==> config.mk <==
export PLATFORM = sky130hd
export DESIGN_NAME = mem_port_arbiter_flat
export DESIGN_NICKNAME = d
export VERILOG_FILES = /design/src/rtl/mem_port_arbiter_pkg.sv /design/src/rtl/mem_port_arbiter_if.sv /design/src/rtl/mem_port_arbiter_pick.sv /design/src/rtl/mem_port_arbiter.sv /design/src/flat_wrapper.sv
export SDC_FILE = /design/constraint.sdc
export NUM_CORES = 1
export LEC_CHECK = 0
export ABC_AREA = 1
export CORE_MARGIN = 4
export CORE_UTILIZATION = 37
export DETAILED_ROUTE_END_ITERATION = 10
export PLACE_DENSITY_LB_ADDON = 0.1
export SLEW_MARGIN = 5
export SYNTH_ARGS = -nofsm -noshare
export SYNTH_HDL_FRONTEND = slang
export SYNTH_SLANG_ARGS = --single-unit
==> constraint.sdc <==
create_clock -name clk -period 1.3 [get_ports clk]
set_input_delay 0.39 -clock clk [delete_from_list [all_inputs] [get_ports clk]]
set_output_delay 0.39 -clock clk [all_outputs]
set_load 0.005 [all_outputs]
==> src/rtl/mem_port_arbiter_pkg.sv <==
// Shared types and constants for the unified-memory port arbiter.
// Package: mem_arb_pkg
//   Port indices, port vector/index types, arbiter FSM state enum and a
//   one-hot to index helper.
package mem_arb_pkg;

   localparam int unsigned NUM_PORTS  = 3;
   localparam int unsigned PORT_FETCH = 0;
   localparam int unsigned PORT_DATA  = 1;
   localparam int unsigned PORT_DBG   = 2;
   localparam int unsigned PIDX_W     = 2;

   typedef logic [NUM_PORTS-1:0] port_vec_t;
   typedef logic [PIDX_W-1:0]    port_idx_t;

   typedef enum logic [1:0] {
      IDLE   = 2'd0,
      ACCESS = 2'd1,
      WAIT   = 2'd2,
      RESP   = 2'd3
   } state_e;

   // Index of the set bit of a one-hot port vector (0 when empty).
   function automatic port_idx_t onehot_to_idx(input port_vec_t oh);
      port_idx_t idx;
      idx = '0;
      for (int i = 0; i < int'(NUM_PORTS); i++) begin
         if (oh[i]) idx = port_idx_t'(i);
      end
      return idx;
   endfunction

endpackage

==> src/rtl/mem_port_arbiter_if.sv <==
// Requester and memory-side bus of the memory port arbiter.
// Interface: mem_port_arbiter_if #(AW, DW)
//   req/we/addr/wdata   per-port request bundle (port i at slice i)
//   gnt/rvalid/rdata    per-port grant and read response
//   mem_*               single-port memory access bus
// Modports: slave = arbiter side, master = requesters plus memory.
interface mem_port_arbiter_if
   import mem_arb_pkg::*;
#(
   parameter int unsigned AW = 10,
   parameter int unsigned DW = 32
);
   port_vec_t                 req;
   port_vec_t                 we;
   logic [NUM_PORTS*AW-1:0]   addr;
   logic [NUM_PORTS*DW-1:0]   wdata;
   port_vec_t                 gnt;
   port_vec_t                 rvalid;
   logic [DW-1:0]             rdata;
   logic                      mem_en;
   logic                      mem_we;
   logic [AW-1:0]             mem_addr;
   logic [DW-1:0]             mem_wdata;
   logic [DW-1:0]             mem_rdata;

   modport slave (
      input  req, we, addr, wdata, mem_rdata,
      output gnt, rvalid, rdata, mem_en, mem_we, mem_addr, mem_wdata
   );

   modport master (
      output req, we, addr, wdata, mem_rdata,
      input  gnt, rvalid, rdata, mem_en, mem_we, mem_addr, mem_wdata
   );
endinterface

==> src/rtl/mem_port_arbiter_pick.sv <==
// Combinational request picker for the memory port arbiter.
// Module: mem_arb_pick
//   req_i       per-port request vector
//   last_win_i  index of the previous winner (rotating mode only)
//   win_c_o     one-hot winner
//   valid_c_o   any request present
// Config macro MEM_ARB_ROUND_ROBIN_EN selects rotating priority starting
// after last_win_i; otherwise fixed priority port 2 > port 1 > port 0.
module mem_arb_pick
   import mem_arb_pkg::*;
(
   input  port_vec_t req_i,
`ifdef MEM_ARB_ROUND_ROBIN_EN
   input  port_idx_t last_win_i,
`endif
   output port_vec_t win_c_o,
   output logic      valid_c_o
);

   always_comb begin
`ifdef MEM_ARB_ROUND_ROBIN_EN
      port_idx_t idx;
      win_c_o = '0;
      idx     = '0;
      // Scan the ports in order following the last winner, wrapping at 3.
      for (int k = 1; k <= int'(NUM_PORTS); k++) begin
         idx = port_idx_t'((int'(last_win_i) + k) % int'(NUM_PORTS));
         if ((win_c_o == '0) && req_i[idx]) win_c_o[idx] = 1'b1;
      end
`else
      win_c_o = '0;
      if (req_i[PORT_DBG])        win_c_o[PORT_DBG]   = 1'b1;
      else if (req_i[PORT_DATA])  win_c_o[PORT_DATA]  = 1'b1;
      else if (req_i[PORT_FETCH]) win_c_o[PORT_FETCH] = 1'b1;
`endif
      valid_c_o = |req_i;
   end

endmodule

==> src/rtl/mem_port_arbiter.sv <==
// Three-port arbiter in front of a single-port word-addressed memory.
// One access in flight; read data returned READ_LAT cycles after issue.
// Module: mem_port_arbiter #(AW, DW, READ_LAT)
//   clk     system clock
//   reset   synchronous active-high reset
//   bus_io  mem_port_arbiter_if.slave: requests, grants, read response,
//           memory access bus
// Config macro MEM_ARB_ROUND_ROBIN_EN enables rotating priority.
module mem_port_arbiter
   import mem_arb_pkg::*;
#(
   parameter int unsigned AW       = 10,
   parameter int unsigned DW       = 32,
   parameter int unsigned READ_LAT = 1
) (
   input  logic              clk,
   input  logic              reset,
   mem_port_arbiter_if.slave bus_io
);

   localparam int unsigned CNT_W = $clog2(READ_LAT + 1);

   if (READ_LAT < 1) begin : g_bad_read_lat
      $error("mem_port_arbiter: READ_LAT must be at least 1");
   end

   state_e            state_q;
   port_vec_t         gnt_q;
   port_vec_t         rvalid_q;
   port_vec_t         owner_q;
   logic              mem_en_q;
   logic              mem_we_q;
   logic [AW-1:0]     mem_addr_q;
   logic [DW-1:0]     mem_wdata_q;
   logic [DW-1:0]     rdata_q;
   logic [CNT_W-1:0]  cnt_q;
`ifdef MEM_ARB_ROUND_ROBIN_EN
   port_idx_t         last_win_q;
`endif

   port_vec_t         win_c;
   logic              pick_valid_c;
   port_idx_t         win_idx_c;

   mem_arb_pick u_pick (
      .req_i      (bus_io.req),
`ifdef MEM_ARB_ROUND_ROBIN_EN
      .last_win_i (last_win_q),
`endif
      .win_c_o    (win_c),
      .valid_c_o  (pick_valid_c)
   );

   assign win_idx_c = onehot_to_idx(win_c);

   // Arbiter FSM; gnt/mem strobes/rvalid are one-cycle pulses cleared by default.
   always_ff @(posedge clk) begin
      if (reset) begin
         state_q     <= IDLE;
         gnt_q       <= '0;
         rvalid_q    <= '0;
         owner_q     <= '0;
         mem_en_q    <= 1'b0;
         mem_we_q    <= 1'b0;
         mem_addr_q  <= '0;
         mem_wdata_q <= '0;
         rdata_q     <= '0;
         cnt_q       <= '0;
`ifdef MEM_ARB_ROUND_ROBIN_EN
         last_win_q  <= port_idx_t'(PORT_DBG);
`endif
      end else begin
         gnt_q    <= '0;
         rvalid_q <= '0;
         mem_en_q <= 1'b0;
         mem_we_q <= 1'b0;
         case (state_q)
            IDLE: begin
               if (pick_valid_c) begin
                  // Latch the winner's request straight into the memory bus registers.
                  owner_q     <= win_c;
                  gnt_q       <= win_c;
                  mem_en_q    <= 1'b1;
                  mem_we_q    <= bus_io.we[win_idx_c];
                  mem_addr_q  <= bus_io.addr[32'(win_idx_c) * AW +: AW];
                  mem_wdata_q <= bus_io.wdata[32'(win_idx_c) * DW +: DW];
`ifdef MEM_ARB_ROUND_ROBIN_EN
                  last_win_q  <= win_idx_c;
`endif
                  state_q     <= ACCESS;
               end
            end
            ACCESS: begin
               // mem_we_q is high here exactly for writes, which finish now.
               if (mem_we_q) begin
                  state_q <= IDLE;
               end else begin
                  cnt_q   <= CNT_W'(READ_LAT);
                  state_q <= WAIT;
               end
            end
            WAIT: begin
               // Count of 1 marks the cycle ACCESS+READ_LAT where mem_rdata is valid.
               if (cnt_q == CNT_W'(1)) begin
                  rdata_q  <= bus_io.mem_rdata;
                  rvalid_q <= owner_q;
                  state_q  <= RESP;
               end
               cnt_q <= cnt_q - CNT_W'(1);
            end
            RESP: begin
               state_q <= IDLE;
            end
            default: begin
               state_q <= IDLE;
            end
         endcase
      end
   end

   assign bus_io.gnt       = gnt_q;
   assign bus_io.rvalid    = rvalid_q;
   assign bus_io.rdata     = rdata_q;
   assign bus_io.mem_en    = mem_en_q;
   assign bus_io.mem_we    = mem_we_q;
   assign bus_io.mem_addr  = mem_addr_q;
   assign bus_io.mem_wdata = mem_wdata_q;

endmodule
==> src/flat_wrapper.sv <==
// flat-port wrapper written by rule: the top's interface ports become plain ports
module mem_port_arbiter_flat import mem_arb_pkg::*;
#(
   parameter int unsigned AW       = 10,
   parameter int unsigned DW       = 32,
   parameter int unsigned READ_LAT = 1
)
  (clk, reset, bus_io_req, bus_io_we, bus_io_addr, bus_io_wdata, bus_io_mem_rdata, bus_io_gnt, bus_io_rvalid, bus_io_rdata, bus_io_mem_en, bus_io_mem_we, bus_io_mem_addr, bus_io_mem_wdata);
  mem_port_arbiter_if #(.AW(AW), .DW(DW)) bus_io_i ();
  input  logic clk;
  input  logic reset;
  input wire logic [$bits(bus_io_i.req)-1:0] bus_io_req;
  input wire logic [$bits(bus_io_i.we)-1:0] bus_io_we;
  input wire logic [$bits(bus_io_i.addr)-1:0] bus_io_addr;
  input wire logic [$bits(bus_io_i.wdata)-1:0] bus_io_wdata;
  input wire logic [$bits(bus_io_i.mem_rdata)-1:0] bus_io_mem_rdata;
  output wire logic [$bits(bus_io_i.gnt)-1:0] bus_io_gnt;
  output wire logic [$bits(bus_io_i.rvalid)-1:0] bus_io_rvalid;
  output wire logic [$bits(bus_io_i.rdata)-1:0] bus_io_rdata;
  output wire logic [$bits(bus_io_i.mem_en)-1:0] bus_io_mem_en;
  output wire logic [$bits(bus_io_i.mem_we)-1:0] bus_io_mem_we;
  output wire logic [$bits(bus_io_i.mem_addr)-1:0] bus_io_mem_addr;
  output wire logic [$bits(bus_io_i.mem_wdata)-1:0] bus_io_mem_wdata;
  assign bus_io_i.req = bus_io_req;
  assign bus_io_i.we = bus_io_we;
  assign bus_io_i.addr = bus_io_addr;
  assign bus_io_i.wdata = bus_io_wdata;
  assign bus_io_i.mem_rdata = bus_io_mem_rdata;
  assign bus_io_gnt = bus_io_i.gnt;
  assign bus_io_rvalid = bus_io_i.rvalid;
  assign bus_io_rdata = bus_io_i.rdata;
  assign bus_io_mem_en = bus_io_i.mem_en;
  assign bus_io_mem_we = bus_io_i.mem_we;
  assign bus_io_mem_addr = bus_io_i.mem_addr;
  assign bus_io_mem_wdata = bus_io_i.mem_wdata;
  mem_port_arbiter #(.AW(AW), .DW(DW), .READ_LAT(READ_LAT)) u_core (.clk(clk), .reset(reset), .bus_io(bus_io_i));
endmodule
Yosys cells after proc, flatten, opt, wreduce, memory -nomap -nowiden:

Cells that the tools add are included.

* bits in registers: 88
* word-level logic and storage cells: 51

* add/subtract/negate cells: 1
* multipliers: 1
* magnitude comparators: 1
* equal/unequal tests: 6
* shifts and indexed selects: 2
* mux-type cells: 16
* bitwise logic cells: 4
* reductions and logical operators: 10

Operators by type and width (count)
* variable part select 96 x 8 -> 32 bit: 1
* variable part select 30 x 7 -> 10 bit: 1
* two-way mux 2 bit: 5
* OR reduction 3 bit: 3
* two-way mux 1 bit: 8
* case mux 2 bit (4 select lines): 1
* AND reduction 2 bit: 4
* multiplier 2 x 3 -> 5 bit (second input constant): 1
* == test 2 bit (second input constant): 2
* != test 2 x 1 -> 1 bit (second input constant): 2
* inverter 1 bit: 4
* < comparator 2 x 3 -> 1 bit (second input constant): 1
* binary-select mux 1 bit (select 2 bit): 1
* == test 2 x 1 -> 1 bit (second input constant): 1
* logical NOT 2 bit: 1
* != test 2 bit (second input constant): 1
* case mux 1 bit (2 select lines): 1
* nonzero test 2 bit: 1
* OR reduction 2 bit: 1
* subtractor 1 bit (second input constant): 1

Longest topological paths before layout:

Gate-level depths: netlist of the first run.

* word-level depth: 7
* gate-level depth with buffers: 8
* gate-level depth less buffers: 6

By module:

A second synthesis of the first run with hierarchy kept.

* cells, all modules: 567
* area total of the unflattened synthesis: 3926.3 um2

Modules (own cells, without submodules)
* mem_port_arbiter: times used 1, cells an instance 560, area each 3891.2 um2
* mem_arb_pick: times used 1, cells an instance 7, area each 35.0 um2

Worst setup path after synthesis of the first run:

Ideal clock, no wire load.

* kind: input to register
* start: in bus_io_req[1]
* end: reg u_core.mem_addr_q[1] (netlist: u_core.bus_io.mem_addr[1])
* setup time: 0.113 ns
* arrival: 1.097 ns
* required time: 1.187 ns
* path slack: 0.090 ns
* stages: 8
* cells stage by stage: buf_4 -> inv_2 -> nand2_1 -> nor2_2 -> nor2_4 -> buf_4 -> nand2_1 -> nand2_1

* cells in the longest elaborated chain, start to end: 6
* elaborated cells between the ends (all ways): 8

Ends and longest elaborated chain
* start: declaration: line flat_wrapper.sv:12 `input wire logic [$bits(bus_io_i.req)-1:0] bus_io_req;`
* two-way mux 1 bit: line mem_port_arbiter_pick.sv:33 `else if (req_i[PORT_DATA]) win_c_o[PORT_DATA] = 1'b1;`
* two-way mux 2 bit: line mem_port_arbiter_pick.sv:32 `if (req_i[PORT_DBG]) win_c_o[PORT_DBG] = 1'b1;`
* two-way mux 1 bit: line mem_port_arbiter_pkg.sv:28 `if (oh[i]) idx = port_idx_t'(i);`
* two-way mux 2 bit: line mem_port_arbiter_pkg.sv:28
* multiplier 2 x 3 -> 5 bit: line mem_port_arbiter.sv:85 `mem_addr_q <= bus_io.addr[32'(win_idx_c) * AW +: AW];`
* variable part select 30 x 7 -> 10 bit: line mem_port_arbiter.sv:85
* end signal: assignment: line mem_port_arbiter.sv:85
* end: declaration: line mem_port_arbiter.sv:33 `logic [AW-1:0] mem_addr_q;`

Parallel ways exist; a longest one is shown, timed or not.
A chain may end at the register's enable or synchronous reset.

Worst setup path after layout of the first run:

* start: reg u_core.mem_en_q (netlist: u_core.bus_io.mem_en)
* end: out bus_io_mem_en

RTL lines
* start: declaration: line mem_port_arbiter.sv:31 `logic mem_en_q;`
* start signal: assignment: line mem_port_arbiter.sv:63 `mem_en_q <= 1'b0;`
* start signal: assignment: line mem_port_arbiter.sv:75 `mem_en_q <= 1'b0;`
* start signal: assignment: line mem_port_arbiter.sv:83 `mem_en_q <= 1'b1;`
* end: declaration: line flat_wrapper.sv:20 `output wire logic [$bits(bus_io_i.mem_en)-1:0] bus_io_mem_en;`

No word-level cell between the ends.

==> results by group, run 1 <==
GRT
  – Aggregate global routing overflow: 0
  – Largest net degree at the start of global routing: 44
  – Wire length of the first global-routing pass: 20.2 mm
  – Gr usage total: 0.211
  – Number of antenna violations at the first check in global routing: 1
  – Vias in the first global route: 4357

Route
  – DR vias: 4499
  – Post-DR vias/cell: 4.69
  – Average wire length per cell after detail routing: 13.9 µm
  – DRC violation count after routing: 0
  – Iter 0 DRT Violations: 242
  – Number of optimization iterations in the first detailed-route pass: 4
  – Antenna viol nets, final: 0
  – Final wirelength: 13.3 mm

Finish
  – Layout cell share with drive strength beyond 1: 0.266
  – Post-Layout Inst Area: 6550 µm²
  – Most common library cell in the layout ignoring fill and taps: nand2_1
  – Area growth syn-to-layout: 69.5%
  – Non-Filler Instances: 960
  – Layout filler cell count: 943
  – Net count, final: 984
  – Leading cell types in the layout, fill and taps excluded: nand2_1 (277), clkdlybuf4s50_1 (162), nand3_1 (132)

Hold path
  – Number of cells on the worst hold path: 3
  – Startpoint of the lowest-slack hold path: reset
  – Hold/Removal Path Class: in2reg

Timing
  – Hold violation count in the final report: 0
  – Final number of max-transition violations: 0
  – Setup TNS after final layout: 0 ns
  – Shortest period the worst path allows: 1.26 ns
  – Final Cycle Share: 0.973
  – Max Clock Skew: 0.00994 ns
  – Final-report setup violation count: 0
  – Slew HR: 0.696
  – FMAX: 791 MHz
  – Setup repair after global routing missed its margin: false
  – Worst-Margin Slew: 0.456 ns

Place
  – HPWL after detailed placement: 10.0 mm
  – Number of buffer cells added on primary ports: 247
  – Placement Cell Area: 6570 µm²
  – Placed cell count: 937
  – RD Place Congestion: 0.765

Synth
  – Cell taking the most area after synthesis: dfxtp_1
  – Syn_nets: 734
  – Synth warnings: 0
  – Cells taking the most area after synthesis: dfxtp_1 (46%), nand2_1 (27%), nand3_1 (17%)
  – Synth Area in Compound Gates: 0.00259
  – Area share of xor/xnor cells in the synthesized design: 0
  – Simple-gate share of the synthesized area: 0.473
  – Number of cells produced by synthesis: 568
  – Fraction of the yosys area taken by sequential cells: 0.456
  – Post-synthesis register bit count: 88
  – Share of the synthesized area in the top cell type: 0.456
  – Count of cell types in the netlist: 19
  – Main combinational cell family by area after synthesis: simple AND/OR/NAND/NOR gates
  – Post-synthesis instance area: 3860 µm²
  – Adder-cell share of the synthesized area: 0
  – Mean Syn Cell Area: 6.80 µm²
  – Fraction of synthesized area in multiplexers: 0

Floorplanning
  – Core Footprint: 10200 µm²
  – Die Span X: 110 µm
  – Effective utilization at floorplan: 0.378
  – Num rows: 37
  – Number of top-level design ports: 248
  – Overall die area: 12100 µm²
  – Chip height: 110 µm

Critical path
  – Sort of element at the end of the critical path: output port
  – Max stage delay on crit path: 0.31 ns
  – Startpoint kind of the worst setup timing path: flop
  – Critical path peak fanout: 1
  – Reg-to-reg setup timing slack: 0.12 ns
  – Worst reg-to-reg path cell count: 7
  – Crit path buf inv count: 1
  – Worst r2r dst: u_core.bus_io.rdata[19]
  – Type of the worst setup path: reg2out
  – Worst-path cell with the longest stage delay: dfxtp_1
  – Largest delay contributor family on the critical path: flip-flops
  – Worst reg2reg startpoint: u_core.state_q[0]
  – Data required time of the critical path: 0.91 ns
  – Ordered list of cells on the worst path: clkdlybuf4s15_2
  – Critical Path AT: 0.87 ns

CTS
  – Library cell used as clock root buffer: clkbuf_8
  – Num Clock Sinks: 88
  – H-Tree Depth: 3
  – Source-to-sink clock delay at the later pin of the worst-skew pair: 0.35 ns
  – Largest buffer count on any clock path: 2
  – TritonCTS clock tree: built
  – Number of clock buffers inserted by TritonCTS: 9
  – Post-CTS clock slew at the launch and capture registers of the worst setup and hold paths: 0.09 ns

Run
  – Number of maximum-capacitance violations: 0

Power and ir drop
  – Total Power Consumption: 6500 µW
  – Leak: 0.00322 µW
  – Ratio of total power to cell area: 993 nW/µm²
  – Worst supply voltage drop on vdd: 0.423 mV

Outcome
  – Status: complete, no violations
-- power by group --
| group | switching, µW | total (µW) | internal (µW) |
|---|---|---|---|
| Sequential | 127 | 3090 | 2970 |
| Combinational | 759 | 1700 | 937 |
| Clock | 964 | 1710 | 750 |
-- sequential cells by signal (all words and copies together), names as in the netlist, named ones only --
name and cells:
u_core.bus_io.gnt 3, u_core.bus_io.mem_addr 10, u_core.bus_io.mem_en 1, u_core.bus_io.mem_wdata 32, u_core.bus_io.mem_we 1, u_core.bus_io.rdata 32, u_core.bus_io.rvalid 3, u_core.cnt_q 1
u_core.owner_q 3, u_core.state_q 1
-- repair_timing --
| item | 4_1_cts | 5_1_grt |
|---|---|---|
| buffers inserted | 3 | 2 |
| hold buffers | 0 | 0 |
| endpoints found under the setup margin | 82 | 98 |
| gates cloned | 0 | 1 |
| pin swaps | 0 | 1 |
| resized for setup | 325 | 47 |
-- kinds of logic after synthesis --
logic type | after synthesis
AOI/OAI and AO/OA | 2
buffers and inverters | 52
DFF | 88
and+or+nand+nor | 426
-- per-stage QoR --
stage	hold slack [ns]	setup WS, ns	util
after CTS	0.444	0.000338	0.657
after detailed placement	0.431	-0.277	0.642
after global placement	0.427	-0.258	0.642
after global routing	0.396	0.000131	0.640
final	0.394	0.0356	0.640
after floorplan	0.408	0.0905	-
-- layout make-up --
| cell class | count | area, µm² | area share |
|---|---|---|---|
| diodes | 1 | 2.50 | 0.000382 |
| clock buffers | 10 | 138 | 0.0210 |
| clock inverters | 6 | 42.5 | 0.00649 |
| inverters | 15 | 56.3 | 0.00859 |
| multi-input cells | 428 | 1840 | 0.281 |
| flip-flops and latches | 88 | 1860 | 0.283 |
| well taps | 136 | 170 | 0.0260 |
| repair buffers | 276 | 2440 | 0.373 |
-- cells in the mapped netlist --
cell / instances
nand2_1: 277
nand3_1: 132
dfxtp_1: 88
buf_4: 16
inv_1: 10
buf_2: 9
clkbuf_1: 8
inv_2: 5
nor2_1: 5
buf_1: 4
nor2_2: 3
nand2_2: 2
nand4_1: 2
nor2_4: 2
a21oi_1: 1
nand2_4: 1
nand3_2: 1
nor2_8: 1
o21ai_0: 1
-- how the worst max path moves through the flow --
stage                                           start                        end  depth (start not counted)
after floorplan                         bus_io_req[1]  u_core.bus_io.mem_addr[1]                          8
after global placement                          reset       u_core.bus_io.gnt[1]                          7
after detailed placement                        reset     u_core.bus_io.rdata[8]                          6
after CTS                 u_core.bus_io.mem_wdata[16]       bus_io_mem_wdata[16]                          1
after global routing        u_core.bus_io.mem_addr[1]         bus_io_mem_addr[1]                          1
final                            u_core.bus_io.mem_en              bus_io_mem_en                          1
-- per-layer routing --
layer / share of wire / track usage / up-vias
li1: - / - / 2310
met1: 0.40 / 0.241 / 1996
met2: 0.51 / 0.386 / 178
met3: 0.082 / 0.0489 / 15
met4: 0.014 / 0.0686 / 0
met5: 0 / 0 / -
No activity file was read; power rests on OpenSTA's default activity.
==> inputs of run 2 (changes only) <==
CORE_UTILIZATION = 39   (was 37)
clock period = 1.5 ns   (was 1.3 ns; I/O delays follow)
==> run 2 against run 1 <==
Net effect:
- highest routed layer unchanged
- critical path type unchanged
- final area up 2.0%
- register-to-register slack better by 0.17 ns
- sequential cell count unchanged
- largest power group unchanged
==> results by group, run 2 (synthesis results as in run 1) <==
CTS
  – Num Clock Sinks: 88
  – Number of clock buffers inserted by TritonCTS: 9
  – Post-CTS clock slew at the launch and capture registers of the worst setup and hold paths: 0.08 ns
  – Largest buffer count on any clock path: 2
  – TritonCTS clock tree: built
  – Source-to-sink clock delay at the later pin of the worst-skew pair: 0.34 ns
  – H-Tree Depth: 3
  – Library cell used as clock root buffer: clkbuf_8
  – Quantity of hold-fixing buffers added after cts: 0

Place
  – Number of buffer cells added on primary ports: 247
  – RD Place Congestion: 0.751
  – HPWL after detailed placement: 10.1 mm

Finish
  – Area growth syn-to-layout: 72.9%
  – Leading cell types in the layout, fill and taps excluded: nand2_1 (277), clkdlybuf4s50_1 (163), nand3_1 (132)
  – Most common library cell in the layout ignoring fill and taps: nand2_1
  – Net count, final: 979
  – Inserted Diodes: 0
  – FF+latch area: 1780 µm²
  – Layout filler cell count: 885
  – Layout cell share with drive strength beyond 1: 0.0868
  – Final standard cell utilization of the core: 0.687
  – Area occupied by multi-input gates: 1840 µm²

GRT
  – Gr usage total: 0.220
  – Aggregate global routing overflow: 0
  – Vias in the first global route: 4419
  – Number of antenna violations at the first check in global routing: 0
  – Largest net degree at the start of global routing: 45
  – Wire length of the first global-routing pass: 20.5 mm

Timing
  – Setup TNS after final layout: 0 ns
  – Worst-Margin Slew: 0.339 ns
  – Setup repair after global routing missed its margin: false
  – FMAX: 706 MHz
  – Final-report setup violation count: 0
  – Final Cycle Share: 0.945
  – Hold violation count in the final report: 0
  – Max Clock Skew: 0.00329 ns
  – Final number of max-transition violations: 0
  – Final hold slack: 0.439 ns
  – Slew HR: 0.774
  – Shortest period the worst path allows: 1.42 ns

Route
  – Antenna viol nets, final: 0
  – Number of optimization iterations in the first detailed-route pass: 4
  – DRC violation count after routing: 0
  – DR vias: 4470
  – Average wire length per cell after detail routing: 13.6 µm
  – Post-DR vias/cell: 4.70
  – Iter 0 DRT Violations: 249
  – Final wirelength: 12.9 mm

Critical path
  – Largest delay contributor family on the critical path: flip-flops
  – Max stage delay on crit path: 0.34 ns
  – Data required time of the critical path: 1.05 ns
  – Sort of element at the end of the critical path: output port
  – Critical path peak fanout: 2
  – Worst-path cell with the longest stage delay: dfxtp_1
  – Startpoint kind of the worst setup timing path: flop
  – Crit path buf inv count: 1
  – Type of the worst setup path: reg2out
  – Critical Path AT: 0.97 ns
  – Ordered list of cells on the worst path: dlygate4sd2_1

Run
  – Number of maximum-capacitance violations: 0

Floorplanning
  – Chip height: 108 µm
  – Effective utilization at floorplan: 0.397
  – Core Footprint: 9730 µm²
  – Num rows: 36
  – Number of top-level design ports: 248
  – Overall die area: 11600 µm²
  – Die Span X: 108 µm

Power and ir drop
  – Worst supply voltage drop on vdd: 0.676 mV
  – Total Power Consumption: 5860 µW
  – Ratio of total power to cell area: 877 nW/µm²
  – Fraction of power consumed by sequential logic: 0.452
  – Psw: 1550 µW
  – Sw Share: 0.264
  – Leak: 0.00339 µW
  – Relative contribution of combinational cells to total power: 0.252
  – Share of power burned in the clock network: 0.296
  – Internal power component: 4310 µW

Outcome
  – Status: complete, no violations

Hold path
  – Hold/Removal Path Class: reg2reg
[run 2: cell types whose count changed in the layout (fill, tap and decap cells not counted), sizes merged]
cell,delta
dlygate4sd2,+82
buf,-53
clkbuf,-26
clkdlybuf4s15,-7
bufinv,+2
clkdlybuf4s50,+1
clkinv,-1
clkinvlp,-1
diode,-1
dlymetal6s2s,-1
inv,-1
[run 2: area by class of cell]
type,count,area share
clock inverters,5,0.0122
flip-flops and latches,88,0.267
repair buffers,271,0.393
multi-input cells,428,0.275
clock buffers,11,0.0197
inverters,15,0.00843
well taps,133,0.0249
[run 2: through the flow]
stage	cell area, µm²	setup slack [ns]	instances
after floorplan	3860	0.230	568
final	6680	0.0827	951
after CTS	6680	0.0409	951
after detailed placement	6540	-0.134	934
after global placement	6540	-0.122	934
after global routing	6680	0.00646	951
[run 2: power groups by stage]
stage | Combinational (µW) | Clock, µW | Sequential (µW)
floorplan | 574 | 0 | 2710
global placement | 1600 | 0 | 2690
detailed placement | 1610 | 0 | 2700
CTS | 1500 | 1800 | 2650
global route | 1630 | 1890 | 2670
finish | 1480 | 1730 | 2650
[run 2: per-layer routing]
| metal | vias up | wire [µm] | track usage |
|---|---|---|---|
| li1 | 2290 | - | - |
| met1 | 1975 | 4980 | 0.241 |
| met2 | 182 | 6450 | 0.395 |
| met3 | 23 | 1150 | 0.0582 |
| met4 | 0 | 328 | 0.0938 |
| met5 | - | 0 | 0 |
[run 2: what timing repair did]
action / 4_1_cts / 5_1_grt
endpoints found under the setup margin: 82 / 0
resized for setup: 98 / 0
buffers inserted: 1 / 0
[run 2: path summary, 6_finish.rpt]
check / startpoint / end / slack [ns] / cells past startpoint
max: u_core.bus_io.mem_wdata[3] / bus_io_mem_wdata[3] / 0.08 / 1
min: u_core.owner_q[2] / u_core.bus_io.rvalid[2] / 0.44 / 2
max reg2reg: flop / u_core.bus_io.rdata[17] / 0.29 / 5
min reg2reg: u_core.owner_q[2] / u_core.bus_io.rvalid[2] / 0.44 / 2
==> inputs of run 3 (changes only) <==
CORE_MARGIN = not set   (was 4)
==> run 3 against run 2 <==
Net effect:
- fmax up 0.44%
- sequential power is essentially flat
- critical path type unchanged
- hold slack got worse by 0.0038 ns
- utilization grew 2.3 points
- die area fell by 11%
- largest cell class unchanged
- count of clock-buffer cells in the layout decreased by 1
==> results by group, run 3 (synthesis results as in run 1) <==
Outcome
  – Status: complete, no violations

Route
  – Metal-1 WL: 4.71 mm
  – Iter 0 DRT Violations: 147
  – Average wire length per cell after detail routing: 13.4 µm
  – Met3 wirelength from detailed routing: 1.13 mm
  – Top Metal Used: met4
  – Total met2 wirelength after detailed routing: 6.50 mm
  – Final wirelength: 12.7 mm
  – Antenna viol nets, final: 0
  – Post-DR vias/cell: 4.78
  – DRC violation count after routing: 0
  – Number of optimization iterations in the first detailed-route pass: 4
  – DR vias: 4530

Critical path
  – Sort of element at the end of the critical path: output port
  – Largest delay contributor family on the critical path: flip-flops
  – Worst reg-to-reg path cell count: 5
  – Critical Path AT: 0.96 ns
  – Worst r2r dst: u_core.bus_io.rdata[31]
  – Critical path peak fanout: 2
  – Data required time of the critical path: 1.05 ns
  – Worst-path cell with the longest stage delay: dfxtp_2
  – Ordered list of cells on the worst path: dlygate4sd2_1
  – Startpoint kind of the worst setup timing path: flop
  – Reg-to-reg setup timing slack: 0.29 ns
  – Crit path buf inv count: 1
  – Max stage delay on crit path: 0.35 ns
  – Timing startpoint of the critical path: u_core.bus_io.mem_wdata[20]
  – Type of the worst setup path: reg2out

Power and ir drop
  – Psw: 1590 µW
  – Worst supply voltage drop on vdd: 0.448 mV
  – Sw Share: 0.283
  – Leak: 0.00339 µW
  – Fraction of power consumed by sequential logic: 0.471
  – Relative contribution of combinational cells to total power: 0.266
  – Ratio of total power to cell area: 845 nW/µm²
  – Internal power component: 4050 µW
  – Share of power burned in the clock network: 0.264

Floorplanning
  – Core Footprint: 9420 µm²
  – Overall die area: 10300 µm²
  – Chip height: 102 µm
  – Number of top-level design ports: 248
  – Effective utilization at floorplan: 0.410
  – Die Span X: 102 µm
  – Num rows: 35

GRT
  – Aggregate global routing overflow: 0
  – Largest net degree at the start of global routing: 34
  – Gr usage total: 0.243
  – Vias in the first global route: 4384
  – Wire length of the first global-routing pass: 19.5 mm
  – Number of antenna violations at the first check in global routing: 0

CTS
  – Source-to-sink clock delay at the later pin of the worst-skew pair: 0.35 ns
  – Post-CTS clock slew at the launch and capture registers of the worst setup and hold paths: 0.09 ns
  – TritonCTS clock tree: built
  – Num Clock Sinks: 88
  – Largest buffer count on any clock path: 2
  – H-Tree Depth: 3
  – Library cell used as clock root buffer: clkbuf_8
  – Number of clock buffers inserted by TritonCTS: 9

Hold path
  – Hold/Removal Path Class: reg2reg
  – End point of the most critical hold path: u_core.bus_io.rvalid[2]
  – Startpoint of the lowest-slack hold path: u_core.owner_q[2]
  – Number of cells on the worst hold path: 2

Timing
  – Final Cycle Share: 0.941
  – Setup TNS after final layout: 0 ns
  – Shortest period the worst path allows: 1.41 ns
  – Hold violation count in the final report: 0
  – Max Clock Skew: 0.00890 ns
  – Setup repair after global routing missed its margin: false
  – Final number of max-transition violations: 0
  – FMAX: 709 MHz
  – Worst-Margin Slew: 0.329 ns
  – Slew HR: 0.781
  – Final-report setup violation count: 0

Place
  – HPWL after detailed placement: 9.72 mm
  – Number of buffer cells added on primary ports: 247
  – RD Place Congestion: 0.873

Run
  – Number of maximum-capacitance violations: 0

Finish
  – Leading cell types in the layout, fill and taps excluded: nand2_1 (277), clkdlybuf4s50_1 (163), nand3_1 (132)
  – Most common library cell in the layout ignoring fill and taps: nand2_1
  – Final standard cell utilization of the core: 0.710
  – Area growth syn-to-layout: 72.8%
  – Net count, final: 979
  – Inserted Diodes: 0
  – Layout cell share with drive strength beyond 1: 0.112
-- run 3: layout make-up --
type / count / area (µm²)
fillers: 782 / 2740
repair buffers: 271 / 2640
multi-input cells: 428 / 1840
flip-flops and latches: 88 / 1810
well taps: 129 / 161
clock buffers: 10 / 138
inverters: 15 / 56.3
clock inverters: 6 / 42.5
-- run 3: layer usage --
layer,track usage,up-vias
met3,0.0683,26
met5,0,-
met2,0.463,194
li1,-,2293
met1,0.245,2017
met4,0.101,0
-- run 3: worst max-delay path by stage --
stage | end | slack [ns] | cells past startpoint
3_5_place_dp | u_core.bus_io.rdata[31] | -0.18 | 6
3_3_place_gp | u_core.bus_io.rdata[17] | -0.10 | 6
6_report | bus_io_mem_wdata[20] | 0.09 | 1
2_1_floorplan | u_core.bus_io.mem_addr[1] | 0.23 | 8
4_1_cts | bus_io_mem_wdata[20] | 0.07 | 1
5_1_grt | bus_io_mem_wdata[5] | 0.04 | 1
-- run 3: worst register-to-register path: stages (launching register included) --
cell and delay (ns):
dfxtp_1 0.44, nand3_2 0.16, nor2_2 0.18, buf_12 0.20, nand2_1 0.09, nand2_1 0.08
-- run 3: power groups by stage --
stage	clock network, µW	registers (µW)	logic, µW
after floorplan	0	2710	574
after global routing	1610	2680	1640
final	1490	2660	1500
after detailed placement	0	2700	1620
after CTS	1520	2660	1510
after global placement	0	2700	1600
-- run 3: per-stage QoR --
| step | hold WS, ns | setup slack, ns | std cells | total power [µW] | area, µm² |
|---|---|---|---|---|---|
| 4_1_cts | 0.440 | 0.0723 | 947 | 5690 | 6680 |
| 5_1_grt | 0.458 | 0.0419 | 947 | 5930 | 6680 |
| 6_report | 0.435 | 0.0890 | 947 | 5640 | 6680 |
| 3_5_place_dp | 0.425 | -0.176 | 929 | 4330 | 6540 |
| 3_3_place_gp | 0.427 | -0.104 | 929 | 4300 | 6540 |
| 2_1_floorplan | 0.408 | 0.230 | 568 | 3280 | 3860 |
-- run 3: repair_timing --
item                                    CTS  global route
endpoints found under the setup margin   82             0
gates resized for setup                 117             0
hold buffers                              0             0
setup buffers                             2             0
